**src/rtl/router_merge_acc.sv**
```systemverilog
// Quadtree router merge stage: holds one UV packet per child, then sums the set into one
// registered valid/ready output once all addresses agree. Mismatches and non-UV packets are dropped and counted.
module router_merge_acc #(
   parameter int                    NUM_CHILD  = 4,
   parameter int                    INFO_WIDTH = 4,
   parameter int                    ADDR_WIDTH = 16,
   parameter int                    DATA_WIDTH = 16,
   parameter logic [INFO_WIDTH-1:0] INFO_UV    = 4'd3,
   parameter bit                    SAT        = 1'b0
) (
   input  logic                                            clk,
   input  logic                                            rst_n,
   input  logic [NUM_CHILD-1:0]                            in_valid,
   input  logic [NUM_CHILD*(INFO_WIDTH+ADDR_WIDTH+DATA_WIDTH)-1:0] in_data,
   output logic [NUM_CHILD-1:0]                            in_ready,
   output logic                                            out_valid,
   output logic [INFO_WIDTH+ADDR_WIDTH+DATA_WIDTH-1:0]     out_data,
   input  logic                                            out_ready,
   output logic                                            err_mismatch,
   output logic [15:0]                                     drop_cnt
);

   localparam int PW = INFO_WIDTH + ADDR_WIDTH + DATA_WIDTH;
   localparam int HW = ADDR_WIDTH + DATA_WIDTH;
   localparam int SW = DATA_WIDTH + $clog2(NUM_CHILD);
   localparam int CW = $clog2(NUM_CHILD + 2);
   localparam logic signed [SW-1:0] MAXV = {{(SW-DATA_WIDTH+1){1'b0}}, {(DATA_WIDTH-1){1'b1}}};
   localparam logic signed [SW-1:0] MINV = {{(SW-DATA_WIDTH+1){1'b1}}, {(DATA_WIDTH-1){1'b0}}};

   // Only address and data are kept; info is always INFO_UV once held.
   logic [NUM_CHILD-1:0]    r_held;
   logic [HW-1:0]           r_hold_pkt [NUM_CHILD];

   logic [NUM_CHILD-1:0]    w_hs;
   logic [NUM_CHILD-1:0]    w_is_uv;
   logic                    w_all_held;
   logic                    w_addr_eq;
   logic                    w_out_free;
   logic                    w_fire;
   logic                    w_mismatch;
   logic [CW-1:0]           w_drops;
   logic [16:0]             w_drop_sum;
   logic signed [SW-1:0]    w_sum;
   logic [DATA_WIDTH-1:0]   w_sum_out;

   assign w_all_held = &r_held;
   assign w_out_free = !out_valid || out_ready;
   assign w_fire     = w_all_held && w_addr_eq && w_out_free;
   assign w_mismatch = w_all_held && !w_addr_eq;
   assign in_ready   = ~r_held | {NUM_CHILD{w_fire | w_mismatch}};
   assign w_hs       = in_valid & in_ready;
   assign w_drop_sum = {1'b0, drop_cnt} + 17'(w_drops);

   // NOTE: every always_comb output gets a default before any conditional update, so no latch can be inferred.
   always_comb begin
      w_addr_eq = 1'b1;
      w_drops   = CW'(w_mismatch);
      w_sum     = '0;
      for (int i = 0; i < NUM_CHILD; i++) begin
         w_is_uv[i] = (in_data[i*PW + PW - 1 -: INFO_WIDTH] == INFO_UV);
         w_drops    = w_drops + CW'(w_hs[i] & ~w_is_uv[i]);
         w_sum      = w_sum + SW'($signed(r_hold_pkt[i][DATA_WIDTH-1:0]));
         if (r_hold_pkt[i][HW-1 -: ADDR_WIDTH] != r_hold_pkt[0][HW-1 -: ADDR_WIDTH])
            w_addr_eq = 1'b0;
      end
      if (SAT && (w_sum > MAXV))
         w_sum_out = MAXV[DATA_WIDTH-1:0];
      else if (SAT && (w_sum < MINV))
         w_sum_out = MINV[DATA_WIDTH-1:0];
      else
         w_sum_out = w_sum[DATA_WIDTH-1:0];
   end

   // NOTE: sequential state uses non-blocking assignments so all registers update from pre-edge values.
   always_ff @(posedge clk) begin
      if (!rst_n) begin
         r_held       <= '0;
         out_valid    <= 1'b0;
         out_data     <= '0;
         err_mismatch <= 1'b0;
         drop_cnt     <= '0;
      end else begin
         // A new capture on the clearing edge wins over the clear.
         r_held       <= (r_held & ~{NUM_CHILD{w_fire | w_mismatch}}) | (w_hs & w_is_uv);
         err_mismatch <= w_mismatch;
         drop_cnt     <= w_drop_sum[16] ? 16'hFFFF : w_drop_sum[15:0];
         if (w_fire) begin
            out_valid <= 1'b1;
            out_data  <= {INFO_UV, r_hold_pkt[0][HW-1 -: ADDR_WIDTH], w_sum_out};
         end else if (out_ready) begin
            out_valid <= 1'b0;
         end
      end
   end

   // NOTE: holding registers are not reset; r_held qualifies them, so their reset value never matters.
   always_ff @(posedge clk) begin
      for (int i = 0; i < NUM_CHILD; i++)
         if (w_hs[i] && w_is_uv[i])
            r_hold_pkt[i] <= in_data[i*PW +: HW];
   end

endmodule

```
**config.mk**
```make
export PLATFORM = sky130hd
export DESIGN_NAME = router_merge_acc
export DESIGN_NICKNAME = d
export VERILOG_FILES = /design/src/rtl/router_merge_acc.sv
export SDC_FILE = /design/constraint.sdc
export NUM_CORES = 1
export LEC_CHECK = 0
export CAP_MARGIN = 5
export CORE_ASPECT_RATIO = 1.2
export CORE_UTILIZATION = 45
export DETAILED_ROUTE_END_ITERATION = 12
export PLACE_DENSITY = 0.86
export SYNTH_ARGS = -nofsm -noshare
export SYNTH_HDL_FRONTEND = slang
export SYNTH_SLANG_ARGS = --single-unit
export TNS_END_PERCENT = 30
```
**constraint.sdc**
```tcl
create_clock -name clk -period 8 [get_ports clk]
set_input_delay 2 -clock clk [delete_from_list [all_inputs] [get_ports clk]]
set_output_delay 2 -clock clk [all_outputs]
set_load 0.03 [all_outputs]
```
-- Yosys cells after proc, flatten, opt, wreduce, memory -nomap -nowiden
Memory sizes are Yosys's and may differ from the RTL's.
Index checks and enable logic that the tools add are counted.
- flip-flop bits (word level): 55
- bits in latches: 0
- logic and storage cells: 63
- memory bits (writable): 128
- input bits: 151
- output and inout bits: 58
- memories: 1
- ROM bits: 0
- mux-type cells: 14
- $lt $le $gt $ge: 0
- div/mod/pow operators: 0
- reduce and logical (&&, ||, !) cells: 12
- multipliers: 0
- bitwise logic cells: 16
- eq/ne operators: 7
- shift operators: 0
- $add $sub $neg: 8
- memory list (memory ; depth ; width ; read ports ; clocked after memory_dff ; write ports ; line ; text):
    r_hold_pkt ; 4 ; 32 ; 4 ; 0 ; 4 ; 32 ; logic [HW-1:0] r_hold_pkt [NUM_CHILD];
- operator list (cell ; number):
    16-bit adder ; 3
    16-bit != test ; 3
    16-bit by 3-bit adder with 17-bit output ; 1
    4-bit by 2-bit == test with 1-bit output, second input constant ; 4
    16-bit 2-to-1 mux ; 1
    1-bit 2-to-1 mux ; 13
    1-bit by 3-bit bitwise AND with 3-bit output ; 4
    4-bit bitwise AND ; 3
    1-bit inverter with 3-bit output ; 4
    3-bit adder ; 3
    4-bit inverter ; 2
    4-bit OR ; 2
    1-bit logical AND ; 7
    4-bit AND reduction ; 1
    1-bit by 3-bit adder with 3-bit output ; 1
    1-bit logical NOT ; 2
    2-bit nonzero test ; 1
    1-bit logical OR ; 1
    1-bit OR ; 1

-- Longest topological paths before layout
An unclocked memory read counts as a cell.
- depth in word-level cells: 17
- depth in mapped cells: 19
- gate-level depth less buffers: 17

-- Worst setup path before layout
Ideal clock, no wire load.
- path type: input to register
- start: input out_ready
- end: register drop_cnt[10]
- path buffers: 2
- stages: 16
- path slack: 2.531 ns
- required time: 7.929 ns
- arrival: 5.398 ns
- cells stage by stage: nor2b_1 -> a21o_1 -> buf_4 -> a21oi_1 -> fa_1 -> fa_1 -> ha_1 -> inv_1 -> fa_1 -> nor2b_1 -> o21bai_1 -> nor2_1 -> and2_1 -> nand4_1 -> clkbuf_1 -> a21oi_1
- word-level cells in the longest chain between the ends: 12
- elaborated cells between the ends (all ways): 15
- those cells by class: add/sub (5); mux (1); bitwise (7); reduce/logical (2)
- RTL lines (item ; line ; text):
    start, declared ; 18 ; input logic out_ready,
    1-bit logical OR (*) ; 47 ; assign w_out_free = !out_valid || out_ready;
    1-bit logical AND (*) ; 48 ; assign w_fire = w_all_held && w_addr_eq && w_out_free;
    1-bit OR (*) ; 50 ; assign in_ready = ~r_held | {NUM_CHILD{w_fire | w_mismatch}};
    4-bit OR (*) ; 50 ;
    4-bit bitwise AND (*) ; 51 ; assign w_hs = in_valid & in_ready;
    1-bit by 3-bit bitwise AND with 3-bit output ; 61 ; w_drops = w_drops + CW'(w_hs[i] & ~w_is_uv[i]);
    1-bit by 3-bit adder with 3-bit output ; 61 ;
    3-bit adder (2 in a row) ; 61 ;
    3-bit adder (*) ; 61 ;
    16-bit by 3-bit adder with 17-bit output (*) ; 52 ; assign w_drop_sum = {1'b0, drop_cnt} + 17'(w_drops);
    16-bit 2-to-1 mux (*) ; 86 ; drop_cnt <= w_drop_sum[16] ? 16'hFFFF : w_drop_sum[15:0];
    end signal, assigned ; 86 ;
    end, declared ; 20 ; output logic [15:0] drop_cnt
Mark *: on every way between the ends. The rest lies on a longest branch, timed or not.
A chain may end at the register's enable or synchronous reset.

-- Worst setup path after layout
- start: input out_ready
- end: register drop_cnt[11]
Same word-level chain as after synthesis.

==> qor.csv <==
metric,value,unit
Placed Cells,980,
pwr/cell area,193.3,nW/um2
endpoint class of the critical path,register,
met2 routed WL,10000,um
CTS Buf Count,17,
Highest Signal Layer,met4,
"area leader, netlist",edfxtp_1,
initial antenna violation count,0,
fmax,157.8,MHz
pin count of the biggest net entering global routing,46,
"Req. time, crit path",8350,ps
"most used cell, CP",fa_1,
crit path launch type,input port,
share of layout cells above drive strength 1,5.779,%
Die Ht,147.5,um
Final Non-Filler Cells,1012,
max-capacitance violation count,0,
Tcrit/Tclk final,79.21,%
"CTS clk-pin slew, worst paths",70,ps
Final Wtd Congestion,0.8305,
"Clk Latency, worst-skew pair",430,ps
htree depth,4,
top-count cell post-synth,edfxtp_1,
fin. max-slew vios,0,
top cell type's share of synthesized area,48.40,%
kind of cell adding the most delay to the critical path,adder cells,
gr usage total,21.77,%
"EDFF count, synth",128,
# port buffers,206,
Final Hold Fails,0,
wire length on met1,7477,um
WL final,18900,um
number of diodes,0,
prevailing post-synth register cell,edfxtp_1,
Yosys reg bits,183,
Final #Nets,986,
critical path arrival,6680,ps
register area share after synthesis,62.27,%
DRC viols,0,
RSZ-0062 raised after global routing,false,
CTS Root Cell,clkbuf_16,
die area,18190,um2
critical path class,in2reg,
Mapped Cells,568,
CTS resizes,0,
vias in the first global route,5713,
Overflow after GRT,0,
Max VDD drop,139.3,uV
core area,17050,um2
DR vias,5385,
Mean Syn Cell Area,13.98,um2
Buffers & Inverters on Critical Path,2,
num ports,209,
skew final,13.99,ps
row cnt,52,
Via density,5.321,
CTS Sinks,183,
fill cell count,1268,
Mapped Area,7941,um2
CP max stage delay,550,ps
"Power, Total",2.100,mW
CTS tree,done,
crit path time final,6337,ps
DR WL met3,1001,um
main area contributors after synthesis,"edfxtp_1 48%, dfxtp_1 14%, fa_1 8.3%",
LEAKAGE,3.737,nW
post-synthesis async set-or-reset flop share,0,%
Initial Util,46.59,%
max_slew headroom,29.19,%
area delta synth->final,36.84,%
Routed Antenna Nets,0,
crit-path cells,"clkdlybuf4s50_1, nor2b_1, a21o_1, a21oi_1, fa_1, fa_1, ha_1, inv_1, fa_1, nor2b_1, o21bai_1, nor2_1, and2_1, nand4_1, a31oi_1",
distinct cell type count after synthesis,50,
Die W,123.3,um
"worst slack, placed",1274,ps
DRT Pass-1 Iters,5,
Crit-path slowest cell,a21o_1,
setup violators final,0,
YS warnings,0,
setup_tns,0,ps
DP HPWL,13570,um
outcome,completed,
Hold Buf Count CTS,0,
clk buf depth,2,
Least-Margin Pin Slew,1053,ps
first-pass GRT wire length,29100,um
commonest cells in the synthesized netlist,"128 x edfxtp_1, 55 x dfxtp_1, 39 x a21oi_1, 39 x nor2_1, 33 x fa_1",
PnR worst setup slack,1663,ps
initial DRC count,282,
post-CTS setup buffer count,0,
DR WL/cell,18.68,um
Tightest Hold Check Type,reg2reg,
CP Max Fanout,13,
[flip-flops by register name, indices dropped and copies added, names as in the netlist]
name          flops
err_mismatch      1
r_hold_pkt      128
out_data         33
drop_cnt         16
r_held            4
out_valid         1
[layer usage]
metal	track usage, %	vias to the layer above
met1	25.53	2630
met5	0	-
met4	8.494	0
met2	38.13	205
met3	5.054	31
li1	-	2519
[layout by cell type, fill, tap and decap left out, types with 5 or more instances in the layout]
cell type,netlist,final
fa_1,33,33
nor4_1,6,5
and3_1,7,7
dfxtp_1,55,55
o21a_1,5,5
clkdlybuf4s50_1,0,206
nand2_1,26,26
o22ai_1,5,5
o21ai_0,15,15
a21oi_1,39,35
mux2i_1,25,25
buf_4,5,5
xor2_1,30,30
nand3_1,15,15
edfxtp_1,128,128
or3_1,8,8
nor2_1,39,39
ha_1,19,19
inv_1,10,10
a21o_1,6,6
nand4_1,9,9
clkbuf_16,0,17
xnor2_1,19,19
nor3_1,8,8
nand2b_1,6,6
[worst min-delay path, stage by stage, from the launching register on]
cell     delay, ps
dfxtp_1        310
nand2_1         50
o22ai_1         70
[metrics by stage]
stage	cell area, um2	utilization [%]	hold WS [ps]
final	10870	63.75	478.2
after global routing	10870	63.75	498.6
after CTS	10870	63.75	478.0
after global placement	10260	60.17	455.3
after floorplan	7945	-	497.9
after detailed placement	10260	60.17	457.4
[power by group]
part           internal [mW]  total, mW  leakage, nW  switching [mW]
logic                  0.122      0.218         1.84          0.0959
clock network          0.449      0.843        0.294           0.393
registers               1.03       1.04         1.60          0.0122
total                   1.60       2.10         3.74           0.502
[worst paths after layout]
check,from,endpoint,slack (ps),depth (start not counted)
max,out_ready,drop_cnt[11],1660,15
min,out_data[12],out_data[12],480,2
min reg2reg,out_data[12],out_data[12],480,2
max reg2reg,r_hold_pkt[0][19],drop_cnt[11],1770,17
[layout make-up]
type,count,area (um2),share of cell area (%)
Sequential cell,183,4945,45.50
Multi-Input combinational cell,359,2902,26.70
Clock buffer,17,425.4,3.915
Timing Repair Buffer,211,2100,19.32
Clock inverter,15,183.9,1.693
Tap cell,216,270.3,2.487
Inverter,11,41.29,0.3800
[cell families after synthesis]
| family | share of synthesized area (%) |
|---|---|
| DFF | 62.27 |
| and+or+nand+nor | 8.713 |
| AOI/OAI and AO/OA | 7.216 |
| adders and majority gates | 11.31 |
| xor gates and xnor gates | 5.404 |
| buffers and inverters | 1.891 |
| muxes | 3.151 |
| other | 0.04722 |
Note: power is estimated with default switching activity, not from simulation.
